File: src/rtl/apb_uart_scheduler_pkg.sv
// Shared APB definitions for the UART scheduler: slave register map,
// status bit positions, FSM/transfer encodings and a counter-width helper.
package apb_uart_scheduler_pkg;

  localparam logic [7:0] ADDR_TX_DATA = 8'h20;
  localparam logic [7:0] ADDR_RX_DATA = 8'h21;
  localparam logic [7:0] ADDR_STATUS  = 8'h22;

  localparam int STAT_T_BUSY = 0;
  localparam int STAT_R_STOP = 1;

  typedef enum logic [1:0] {
    ST_GAP    = 2'd0,
    ST_SETUP  = 2'd1,
    ST_ACCESS = 2'd2,
    ST_DECIDE = 2'd3
  } state_e;

  typedef enum logic [1:0] {
    XFER_STATUS = 2'd0,
    XFER_RX     = 2'd1,
    XFER_TX     = 2'd2
  } xfer_e;

  // Bits needed to hold 0..n-1, never less than one.
  function automatic int cnt_width(input int n);
    return (n > 1) ? $clog2(n) : 1;
  endfunction

endpackage

File: src/rtl/apb_uart_scheduler_fifo.sv
// TX byte FIFO for the UART scheduler. Full/empty come from the registered
// count, so a byte pushed into an empty FIFO only becomes poppable next cycle
// and a push while full is dropped even if a pop happens in the same cycle.
module uart_tx_fifo
  import apb_uart_scheduler_pkg::*;
#(
  parameter int DEPTH = 4
) (
  input  logic       pclk,
  input  logic       presetn,
  input  logic       push_i,
  input  logic [7:0] push_data_i,
  input  logic       pop_i,
  output logic       ready_o,
  output logic       empty_o,
  output logic [7:0] head_o
);

  localparam int PW = cnt_width(DEPTH);
  localparam int CW = $clog2(DEPTH + 1);
  localparam logic [PW-1:0] PTR_LAST = PW'(DEPTH - 1);
  localparam logic [CW-1:0] CNT_FULL = CW'(DEPTH);

  logic [7:0]    mem_q [DEPTH];
  logic [PW-1:0] wr_ptr_q, wr_ptr_d;
  logic [PW-1:0] rd_ptr_q, rd_ptr_d;
  logic [CW-1:0] count_q, count_d;
  logic          push_ok;
  logic          pop_ok;

  assign ready_o = (count_q != CNT_FULL);
  assign empty_o = (count_q == '0);
  assign head_o  = mem_q[rd_ptr_q];
  assign push_ok = push_i && ready_o;
  assign pop_ok  = pop_i && !empty_o;

  // Pointer wrap and occupancy update.
  always_comb begin
    wr_ptr_d = wr_ptr_q;
    rd_ptr_d = rd_ptr_q;
    count_d  = count_q;
    if (push_ok) wr_ptr_d = (wr_ptr_q == PTR_LAST) ? '0 : wr_ptr_q + 1'b1;
    if (pop_ok)  rd_ptr_d = (rd_ptr_q == PTR_LAST) ? '0 : rd_ptr_q + 1'b1;
    case ({push_ok, pop_ok})
      2'b10:   count_d = count_q + 1'b1;
      2'b01:   count_d = count_q - 1'b1;
      default: count_d = count_q;
    endcase
  end

  // Pointer and count registers; reset empties the FIFO.
  always_ff @(posedge pclk or negedge presetn) begin
    if (!presetn) begin
      wr_ptr_q <= '0;
      rd_ptr_q <= '0;
      count_q  <= '0;
    end else begin
      wr_ptr_q <= wr_ptr_d;
      rd_ptr_q <= rd_ptr_d;
      count_q  <= count_d;
    end
  end

  // Storage; contents are don't-care while the count says empty.
  always_ff @(posedge pclk) begin
    if (push_ok) mem_q[wr_ptr_q] <= push_data_i;
  end

endmodule

File: src/rtl/apb_uart_scheduler.sv
// APB master that polls a UART slave's STATUS register, fetches RX bytes on a
// new r_stop edge and drains the TX FIFO into TX_DATA while the slave is idle.
//
// state  | meaning
// GAP    | bus idle, poll-gap down-counter running; at 0 issue a STATUS read
// SETUP  | APB setup phase for the selected transfer (psel=1, penable=0)
// ACCESS | APB access phase, waiting for pready or the access timeout
// DECIDE | one cycle choosing RX read, TX write or back to GAP
module apb_uart_scheduler
  import apb_uart_scheduler_pkg::*;
#(
  parameter int FIFO_DEPTH = 4,
  parameter int POLL_GAP   = 8,
  parameter int TIMEOUT    = 16
) (
  input  logic       pclk,
  input  logic       presetn,
  input  logic       tx_valid,
  input  logic [7:0] tx_data,
  output logic       tx_ready,
  output logic       rx_valid,
  output logic [7:0] rx_data,
  output logic       psel,
  output logic       penable,
  output logic       pwrite,
  output logic [7:0] paddr,
  output logic [7:0] pwdata,
  input  logic [7:0] prdata,
  input  logic       pready,
  output logic       timeout_err,
  input  logic       clear_err
);

  localparam int GW = cnt_width(POLL_GAP);
  localparam int TW = cnt_width(TIMEOUT);
  localparam logic [GW-1:0] GAP_LOAD = GW'(POLL_GAP - 1);
  localparam logic [TW-1:0] TO_LOAD  = TW'(TIMEOUT - 1);

  state_e        state_q, state_d;
  xfer_e         xfer_q, xfer_d;
  logic [GW-1:0] gap_cnt_q, gap_cnt_d;
  logic [TW-1:0] to_cnt_q, to_cnt_d;
  logic [7:0]    paddr_q, paddr_d;
  logic [7:0]    pwdata_q, pwdata_d;
  logic          pwrite_q, pwrite_d;
  logic [7:0]    rx_data_q, rx_data_d;
  logic          rx_valid_q, rx_valid_d;
  logic          err_q, err_d;
  logic          t_busy_q, t_busy_d;
  logic          r_stop_q, r_stop_d;
  logic          r_stop_prev_q, r_stop_prev_d;
  logic          to_set;
  logic          fifo_pop;
  logic          fifo_empty;
  logic [7:0]    fifo_head;

  uart_tx_fifo #(.DEPTH(FIFO_DEPTH)) u_fifo (
    .pclk        (pclk),
    .presetn     (presetn),
    .push_i      (tx_valid),
    .push_data_i (tx_data),
    .pop_i       (fifo_pop),
    .ready_o     (tx_ready),
    .empty_o     (fifo_empty),
    .head_o      (fifo_head)
  );

  assign psel        = (state_q == ST_SETUP) || (state_q == ST_ACCESS);
  assign penable     = (state_q == ST_ACCESS);
  assign pwrite      = pwrite_q;
  assign paddr       = paddr_q;
  assign pwdata      = pwdata_q;
  assign rx_data     = rx_data_q;
  assign rx_valid    = rx_valid_q;
  assign timeout_err = err_q;

  // Next-state, transfer selection, completion handling and timers.
  always_comb begin
    state_d       = state_q;
    xfer_d        = xfer_q;
    gap_cnt_d     = gap_cnt_q;
    to_cnt_d      = to_cnt_q;
    paddr_d       = paddr_q;
    pwdata_d      = pwdata_q;
    pwrite_d      = pwrite_q;
    rx_data_d     = rx_data_q;
    rx_valid_d    = 1'b0;
    t_busy_d      = t_busy_q;
    r_stop_d      = r_stop_q;
    r_stop_prev_d = r_stop_prev_q;
    to_set        = 1'b0;
    fifo_pop      = 1'b0;

    case (state_q)
      ST_GAP: begin
        if (gap_cnt_q == '0) begin
          state_d  = ST_SETUP;
          xfer_d   = XFER_STATUS;
          paddr_d  = ADDR_STATUS;
          pwrite_d = 1'b0;
        end else begin
          gap_cnt_d = gap_cnt_q - 1'b1;
        end
      end
      ST_SETUP: begin
        state_d  = ST_ACCESS;
        to_cnt_d = TO_LOAD;
      end
      ST_ACCESS: begin
        if (pready) begin
          case (xfer_q)
            XFER_STATUS: begin
              state_d       = ST_DECIDE;
              t_busy_d      = prdata[STAT_T_BUSY];
              r_stop_d      = prdata[STAT_R_STOP];
              r_stop_prev_d = r_stop_q;
            end
            XFER_RX: begin
              state_d    = ST_GAP;
              gap_cnt_d  = GAP_LOAD;
              rx_data_d  = prdata;
              rx_valid_d = 1'b1;
            end
            default: begin
              state_d   = ST_GAP;
              gap_cnt_d = GAP_LOAD;
              fifo_pop  = 1'b1;
            end
          endcase
        end else if (to_cnt_q == '0) begin
          // Abandon the transfer; a TX byte stays at the FIFO head for retry.
          state_d   = ST_GAP;
          gap_cnt_d = GAP_LOAD;
          to_set    = 1'b1;
        end else begin
          to_cnt_d = to_cnt_q - 1'b1;
        end
      end
      ST_DECIDE: begin
        if (r_stop_q && !r_stop_prev_q) begin
          state_d  = ST_SETUP;
          xfer_d   = XFER_RX;
          paddr_d  = ADDR_RX_DATA;
          pwrite_d = 1'b0;
        end else if (!t_busy_q && !fifo_empty) begin
          state_d  = ST_SETUP;
          xfer_d   = XFER_TX;
          paddr_d  = ADDR_TX_DATA;
          pwrite_d = 1'b1;
          pwdata_d = fifo_head;
        end else begin
          state_d   = ST_GAP;
          gap_cnt_d = GAP_LOAD;
        end
      end
      default: begin
        state_d   = ST_GAP;
        gap_cnt_d = GAP_LOAD;
      end
    endcase

    err_d = clear_err ? 1'b0 : (err_q | to_set);
  end

  // State and datapath registers.
  always_ff @(posedge pclk or negedge presetn) begin
    if (!presetn) begin
      state_q       <= ST_GAP;
      xfer_q        <= XFER_STATUS;
      gap_cnt_q     <= GAP_LOAD;
      to_cnt_q      <= TO_LOAD;
      paddr_q       <= 8'h00;
      pwdata_q      <= 8'h00;
      pwrite_q      <= 1'b0;
      rx_data_q     <= 8'h00;
      rx_valid_q    <= 1'b0;
      err_q         <= 1'b0;
      t_busy_q      <= 1'b0;
      r_stop_q      <= 1'b0;
      r_stop_prev_q <= 1'b0;
    end else begin
      state_q       <= state_d;
      xfer_q        <= xfer_d;
      gap_cnt_q     <= gap_cnt_d;
      to_cnt_q      <= to_cnt_d;
      paddr_q       <= paddr_d;
      pwdata_q      <= pwdata_d;
      pwrite_q      <= pwrite_d;
      rx_data_q     <= rx_data_d;
      rx_valid_q    <= rx_valid_d;
      err_q         <= err_d;
      t_busy_q      <= t_busy_d;
      r_stop_q      <= r_stop_d;
      r_stop_prev_q <= r_stop_prev_d;
    end
  end

endmodule

File: config.mk
export PLATFORM = sky130hd
export DESIGN_NAME = apb_uart_scheduler
export DESIGN_NICKNAME = d
export VERILOG_FILES = /design/src/rtl/apb_uart_scheduler_pkg.sv /design/src/rtl/apb_uart_scheduler_fifo.sv /design/src/rtl/apb_uart_scheduler.sv
export SDC_FILE = /design/constraint.sdc
export NUM_CORES = 1
export LEC_CHECK = 0
export ABC_AREA = 0
export CORE_MARGIN = 2
export CORE_UTILIZATION = 57
export CTS_CLUSTER_SIZE = 28
export DETAILED_ROUTE_END_ITERATION = 6
export PLACE_DENSITY_LB_ADDON = 0.3
export SYNTH_ARGS = -nofsm -noshare
export SYNTH_HDL_FRONTEND = slang
export SYNTH_HIERARCHICAL = 1
export SYNTH_SLANG_ARGS = --single-unit
File: constraint.sdc
create_clock -name pclk -period 3.9 [get_ports pclk]
set_input_delay 0.39 -clock pclk [delete_from_list [all_inputs] [get_ports pclk]]
set_output_delay 0.39 -clock pclk [all_outputs]
set_load 0.03 [all_outputs]
== After elaboration in Yosys (flattened, before gate mapping) ==
Memory sizes are Yosys's and may differ from the RTL's. A register that Yosys moved wholly into a read port is not among the register bits.
Index checks and enable logic that the tools add are counted.

* Bits in registers: 40
* Bits in latches: 0
* Bits in writable memories: 32
* Memory bits (read-only): 0
* Input bits: 21
* Output and inout port bits: 30
* Word-level logic and storage cells: 112
* Memories kept: 1

* Add/subtract/negate cells: 6
* $mul: 0
* Div/mod/pow operators: 0
* Order comparisons: 0
* Equal/unequal tests: 18
* Shift-type cells: 0
* Muxes and demuxes: 44
* Bitwise gates (word level): 2
* Reductions and logical operators: 26

{| class="wikitable"
|+ Memory list
! name !! words !! width !! rd ports !! clocked after Yosys merged registers in !! wr ports !! line !! text
|-
| u_fifo.mem_q || 4 || 8 || 1 || 1 || 1 || apb_uart_scheduler_fifo.sv:24 || <nowiki>logic [7:0] mem_q [DEPTH];</nowiki>
|}

{| class="wikitable"
|+ Operator list
! operator !! count
|-
| $mux 8 || 3
|-
| $mux 2 || 9
|-
| $mux 3 || 6
|-
| $mux 1 || 17
|-
| $pmux 8 s2 || 1
|-
| $reduce_and 3->1 || 5
|-
| $ne 2x2->1 const B || 6
|-
| $eq 2x2->1 const B || 5
|-
| $ne 3x3->1 const B || 3
|-
| $pmux 3 s3 || 1
|-
| $mux 4 || 2
|-
| $pmux 2 s4 || 1
|-
| $pmux 4 s2 || 1
|-
| $eq 2x1->1 const B || 3
|-
| $logic_not 3->1 || 2
|-
| $pmux 3 s2 || 1
|-
| $reduce_and 6->1 || 1
|-
| $reduce_bool 2->1 || 3
|-
| $sub 3x1->3 const B || 2
|-
| $add 2x1->2 const B || 2
|-
| $logic_and 1x1->1 || 4
|-
| $logic_not 1->1 || 4
|-
| $logic_not 2->1 || 2
|-
| $logic_not 4->1 || 1
|-
| other kinds (11) || 11
|}

== Depth between registers and ports, before layout ==
* Word-level depth: 8
* Depth in mapped cells: 12

== Modules after synthesis ==
Netlist, hierarchy kept.

{| class="wikitable"
|+ Modules (own cells, without submodules)
! module !! times used !! cells each !! area an instance (um^2) !! sequential area each (um^2)
|-
| apb_uart_scheduler || 1 || 157 || 1,679.1 || 859.6
|-
| uart_tx_fifo || 1 || 82 || 1,607.8 || 1,136.1
|}

== Worst setup path after synthesis ==
OpenSTA, ideal clock, no wires.

* Path type: reg-to-reg
* Start: reg state_q[0]
* End: reg u_fifo.count_q[2]
* Library setup time: 0.079 ns
* Arrival time: 2.301 ns
* Slack: 1.520 ns
* Stages on the path, launching flop included: 13
* Cell sequence: dfrtp_1 > inv_1 > ha_1 > buf_6 > and3_1 > nand2b_1 > inv_1 > ha_1 > inv_1 > fa_1 > xor2_1 > nor2_1 > xor2_1

* Cells in the longest elaborated chain, start to end: 5
* Elaborated cells between the ends (all ways): 7
* Classes of those cells: 3 x eq/ne; 2 x mux; 2 x reduce/logical

{| class="wikitable"
|+ RTL lines
! what !! line !! text
|-
| start: declaration || apb_uart_scheduler.sv:39 || <nowiki>state_e state_q, state_d;</nowiki>
|-
| start signal: assignment || apb_uart_scheduler.sv:182 || <nowiki>state_q <= state_d;</nowiki>
|-
| $eq 2x2->1 * || n/a ||
|-
| named net penable || apb_uart_scheduler.sv:24 || <nowiki>output logic penable,</nowiki>
|-
| $mux 1 * || apb_uart_scheduler.sv:94 || <nowiki>case (state_q)</nowiki>
|-
| named net fifo_pop || apb_uart_scheduler.sv:53 || <nowiki>logic fifo_pop;</nowiki>
|-
| $logic_and 1x1->1 * || apb_uart_scheduler_fifo.sv:35 || <nowiki>assign pop_ok = pop_i && !empty_o;</nowiki>
|-
| named net u_fifo.pop_ok || apb_uart_scheduler_fifo.sv:29 || <nowiki>logic pop_ok;</nowiki>
|-
| $eq 2x1->1 / $eq 2x2->1 (equally long branches) || apb_uart_scheduler_fifo.sv:44 || <nowiki>case ({push_ok, pop_ok})</nowiki>
|-
| $pmux 3 s2 / $reduce_bool 2->1 (equally long branches) || n/a ||
|-
| end signal: assignment || apb_uart_scheduler_fifo.sv:60 || <nowiki>count_q <= count_d;</nowiki>
|-
| end: declaration || apb_uart_scheduler_fifo.sv:27 || <nowiki>logic [CW-1:0] count_q, count_d;</nowiki>
|}

Mark *: on every way through the listed nets, which the timed path passes. The rest lies on a longest branch.
A chain may end at the register's enable or synchronous reset.

== Worst setup path after layout ==
* Start: reg state_q[0]
* End: reg u_fifo.count_q[2]

* Cells in the longest elaborated chain, start to end: 5
* Elaborated cells between the ends (all ways): 7
* Classes of those cells: 3 x eq/ne; 2 x mux; 2 x reduce/logical

{| class="wikitable"
|+ RTL lines
! what !! line
|-
| $eq 2x2->1 * || apb_uart_scheduler.sv:94
|-
| $mux 1 * || apb_uart_scheduler.sv:94
|-
| named net fifo_pop || apb_uart_scheduler.sv:53
|-
| $logic_and 1x1->1 * || apb_uart_scheduler_fifo.sv:35
|-
| named net u_fifo.pop_ok || apb_uart_scheduler_fifo.sv:29
|-
| $eq 2x1->1 / $eq 2x2->1 (equally long branches) || apb_uart_scheduler_fifo.sv:44
|-
| $pmux 3 s2 / $reduce_bool 2->1 (equally long branches) || n/a
|}

Marks and branches as above.

==> impl_metrics.csv <==
group,metric,value,unit
synthesis,synth_enable_flop_cells,32,
floorplan,initial_core_util,59.33,%
place,hpwl,3.999,mm
clock_network,clk_pin_slew,80,ps
timing,rsz0062_at_grt,"false",
cells_and_area,final_common_cell,"clkdlybuf4s50_1",
critical_path,endpoint_kind,"register",
timing,period_needed,2506,ps
global_routing,antenna_found_initial,0,
clock_network,hold_buffers,0,
timing,setup_viol,0,
clock_network,cts_htree_levels,3,
cells_and_area,drive_above_1_share,21.02,%
floorplan,chipHeight,79.94,um
timing,fin_worst_skew,8.890,ps
detailed_routing,wl_met2,2.908,mm
detailed_routing,remaining_drc_errors,0,
power_and_ir_drop,p_leak,1.685,nW
global_routing,grt_pass1_vias,1994,
clock_network,cts-root-buf,"clkbuf_8",
critical_path,timing.rr.start,"state_q[0]",
cells_and_area,antenna_cells,0,
floorplan,rows,27,
synthesis,netlist_area,3287,um^2
floorplan,design.core.area,5540,um^2
synthesis,syn_inst,239,
critical_path,critPathMaxFanout,10,
detailed_routing,routedWlPerCell,15.41,um
place,routabilityCongestion,0.8008,
detailed_routing,wl_met3,197,um
clock_network,clk_latency,340,ps
critical_path,required,4160,ps
timing,fmax,399.0,MHz
detailed_routing,vias_per_cell,5.324,
power_and_ir_drop,power.density,744.9,nW/um^2
synthesis,yosysSeqAreaShare,60.72,%
cells_and_area,layout_common_cells,"clkdlybuf4s50_1 (44), nand2_1 (38), dfrtp_1 (34)",
critical_path,cp-startpoint,"state_q[0]",
synthesis,avgSynthCellArea,13.75,um^2
timing,max-slew-margin-rel,40.38,%
timing,tns,0,ps
critical_path,crit_type,"register to register",
clock_network,cts_buffers,9,
global_routing,grt_overflow,0,
synthesis,yosys_warnings,6,
synthesis,synth_cell_types,49,
detailed_routing,dr_total_vias,1954,
synthesis,synthArstFlopShare,56.16,%
global_routing,grt_pass1_wl,9.390,mm
synthesis,synth_flop_cell,"dfrtp_1",
detailed_routing,drt_iter0_drc,87,
timing,slew_viol_final,0,
timing,hold_ws,164.0,ps
floorplan,dieArea,6390,um^2
clock_network,cts_tree,"built",
detailed_routing,wl_met1,2.473,mm
detailed_routing,antenna_left,0,
cells_and_area,nets,327,
clock_network,cts.path.max_buffers,2,
cells_and_area,syn2layout_area_growth,19.91,%
critical_path,crit_arrival,2770,ps
synthesis,synth_seq_cells,73,
timing,period_share,64.26,%
clock_network,cts-resized-gates,0,
detailed_routing,routed.top_layer,"met4",
power_and_ir_drop,ir_worst_vdd,0.4913,mV
outcome,outcome,"finished clean",
global_routing,grt_max_degree,42,
floorplan,io_pins,51,
place,numPortBuffers,45,
global_routing,track_usage,19.84,%
clock_network,cts_sinks,73,
detailed_routing,totalWireLength,5.655,mm
timing,tightest_slew,894.3,ps
hold_path,hold_path_class,"input port to asynchronous set/reset pin",
flow_run,maxCapViolations,0,
critical_path,startpoint_type,"register",
clock_network,cts_setup_buffers,0,
floorplan,die_x,79.94,um
timing,finalHoldViolations,0,
detailed_routing,dr.pass1.iters,4,
[per-layer routing]
layer | global-route usage [%] | vias to the layer above
li1 | - | 930
met5 | 0 | -
met3 | 5.656 | 6
met1 | 25.08 | 977
met2 | 31.75 | 41
met4 | 9.153 | 0
[metrics by stage]
stage | setup WS, ps | power (mW) | util, % | cell area (um^2) | std cells
finish | 1394 | 2.936 | 71.14 | 3941 | 367
floorplan | 1520 | 2.069 | - | 3302 | 243
CTS | 1401 | 2.959 | 71.14 | 3941 | 367
detailed placement | 1336 | 2.443 | 68.02 | 3769 | 351
global placement | 1369 | 2.392 | 68.02 | 3769 | 351
global route | 1200 | 3.124 | 71.14 | 3941 | 367
[worst paths after layout]
path                                            to  slack, ps  cells past startpoint
max in group asynchronous       u_fifo/rd_ptr_q[1]       3160                      1
worst max register to register   u_fifo/count_q[2]       1390                     11
min in group pclk                       rx_data[5]        480                      2
worst min-delay path                     pwdata[6]        160                      1
worst min register to register          rx_data[5]        480                      2
worst max-delay path             u_fifo/count_q[2]       1390                     11
[worst max-delay path, stage by stage, from the launching register on]
cell and delay, ps:
dfrtp_1 450, inv_1 130, ha_1 420, and3_1 240
nand2b_1 100, inv_1 90, ha_1 180, inv_1 60
fa_1 370, xor2_1 150, nor2_1 110, xor2_1 150
[sequential cells by signal, summed over array words and instances (netlist names)]
| signal | cells |
|---|---|
| u_fifo/wr_ptr_q | 2 |
| t_busy_q | 1 |
| r_stop_q | 1 |
| paddr | 2 |
| rx_data | 8 |
| state_q | 2 |
| pwdata | 8 |
| timeout_err | 1 |
| r_stop_prev_q | 1 |
| u_fifo/count_q | 3 |
| xfer_q | 2 |
| u_fifo/rd_ptr_q | 2 |
| to_cnt_q | 4 |
| gap_cnt_q | 3 |
| rx_valid | 1 |
| u_fifo/mem_q | 32 |
[synth_stat cells, types with 2 or more instances]
cell        n  area (um^2)
inv_1      20        75.07
nand2_1    38        142.6
mux2_2     11        123.9
buf_6       2        22.52
mux4_2      8        180.2
mux2i_1     5        50.05
nor2_1      9        33.78
mux2_4      2        30.03
or4_4       2        22.52
a21oi_1     2        10.01
a2bb2oi_1   2        17.52
ha_1       15        187.7
and3_2      4        30.03
buf_4       5        37.54
dfstp_2     7        183.9
o21ai_0     7        35.03
xor2_1      2        17.52
edfxtp_1   32        960.9
dfrtp_1    34        850.8
a31oi_1     3        18.77
[cell type report]
class	instances	area, um^2
multi-input combinational	139	1152
sequential	73	1996
inverter	22	85.08
tap	72	90.09
clock buffer	10	127.6
clock inverter	6	45.04
timing repair buffer	45	445.4
fill	394	1599
[kinds of logic after synthesis]
family,share of synthesized area (%)
flops,60.72
simple gates,10.93
buf+inv,4.682
mux,11.69
compound gates,4.759
fa+ha+maj,6.319
xor+xnor,0.7995
other cells,0.1141
[power by group]
part / switching, mW / internal [mW]
Combinational: 0.627 / 0.568
Sequential: 0.172 / 1.05
Clock: 0.284 / 0.233
Power figures use the tool's default switching activity.
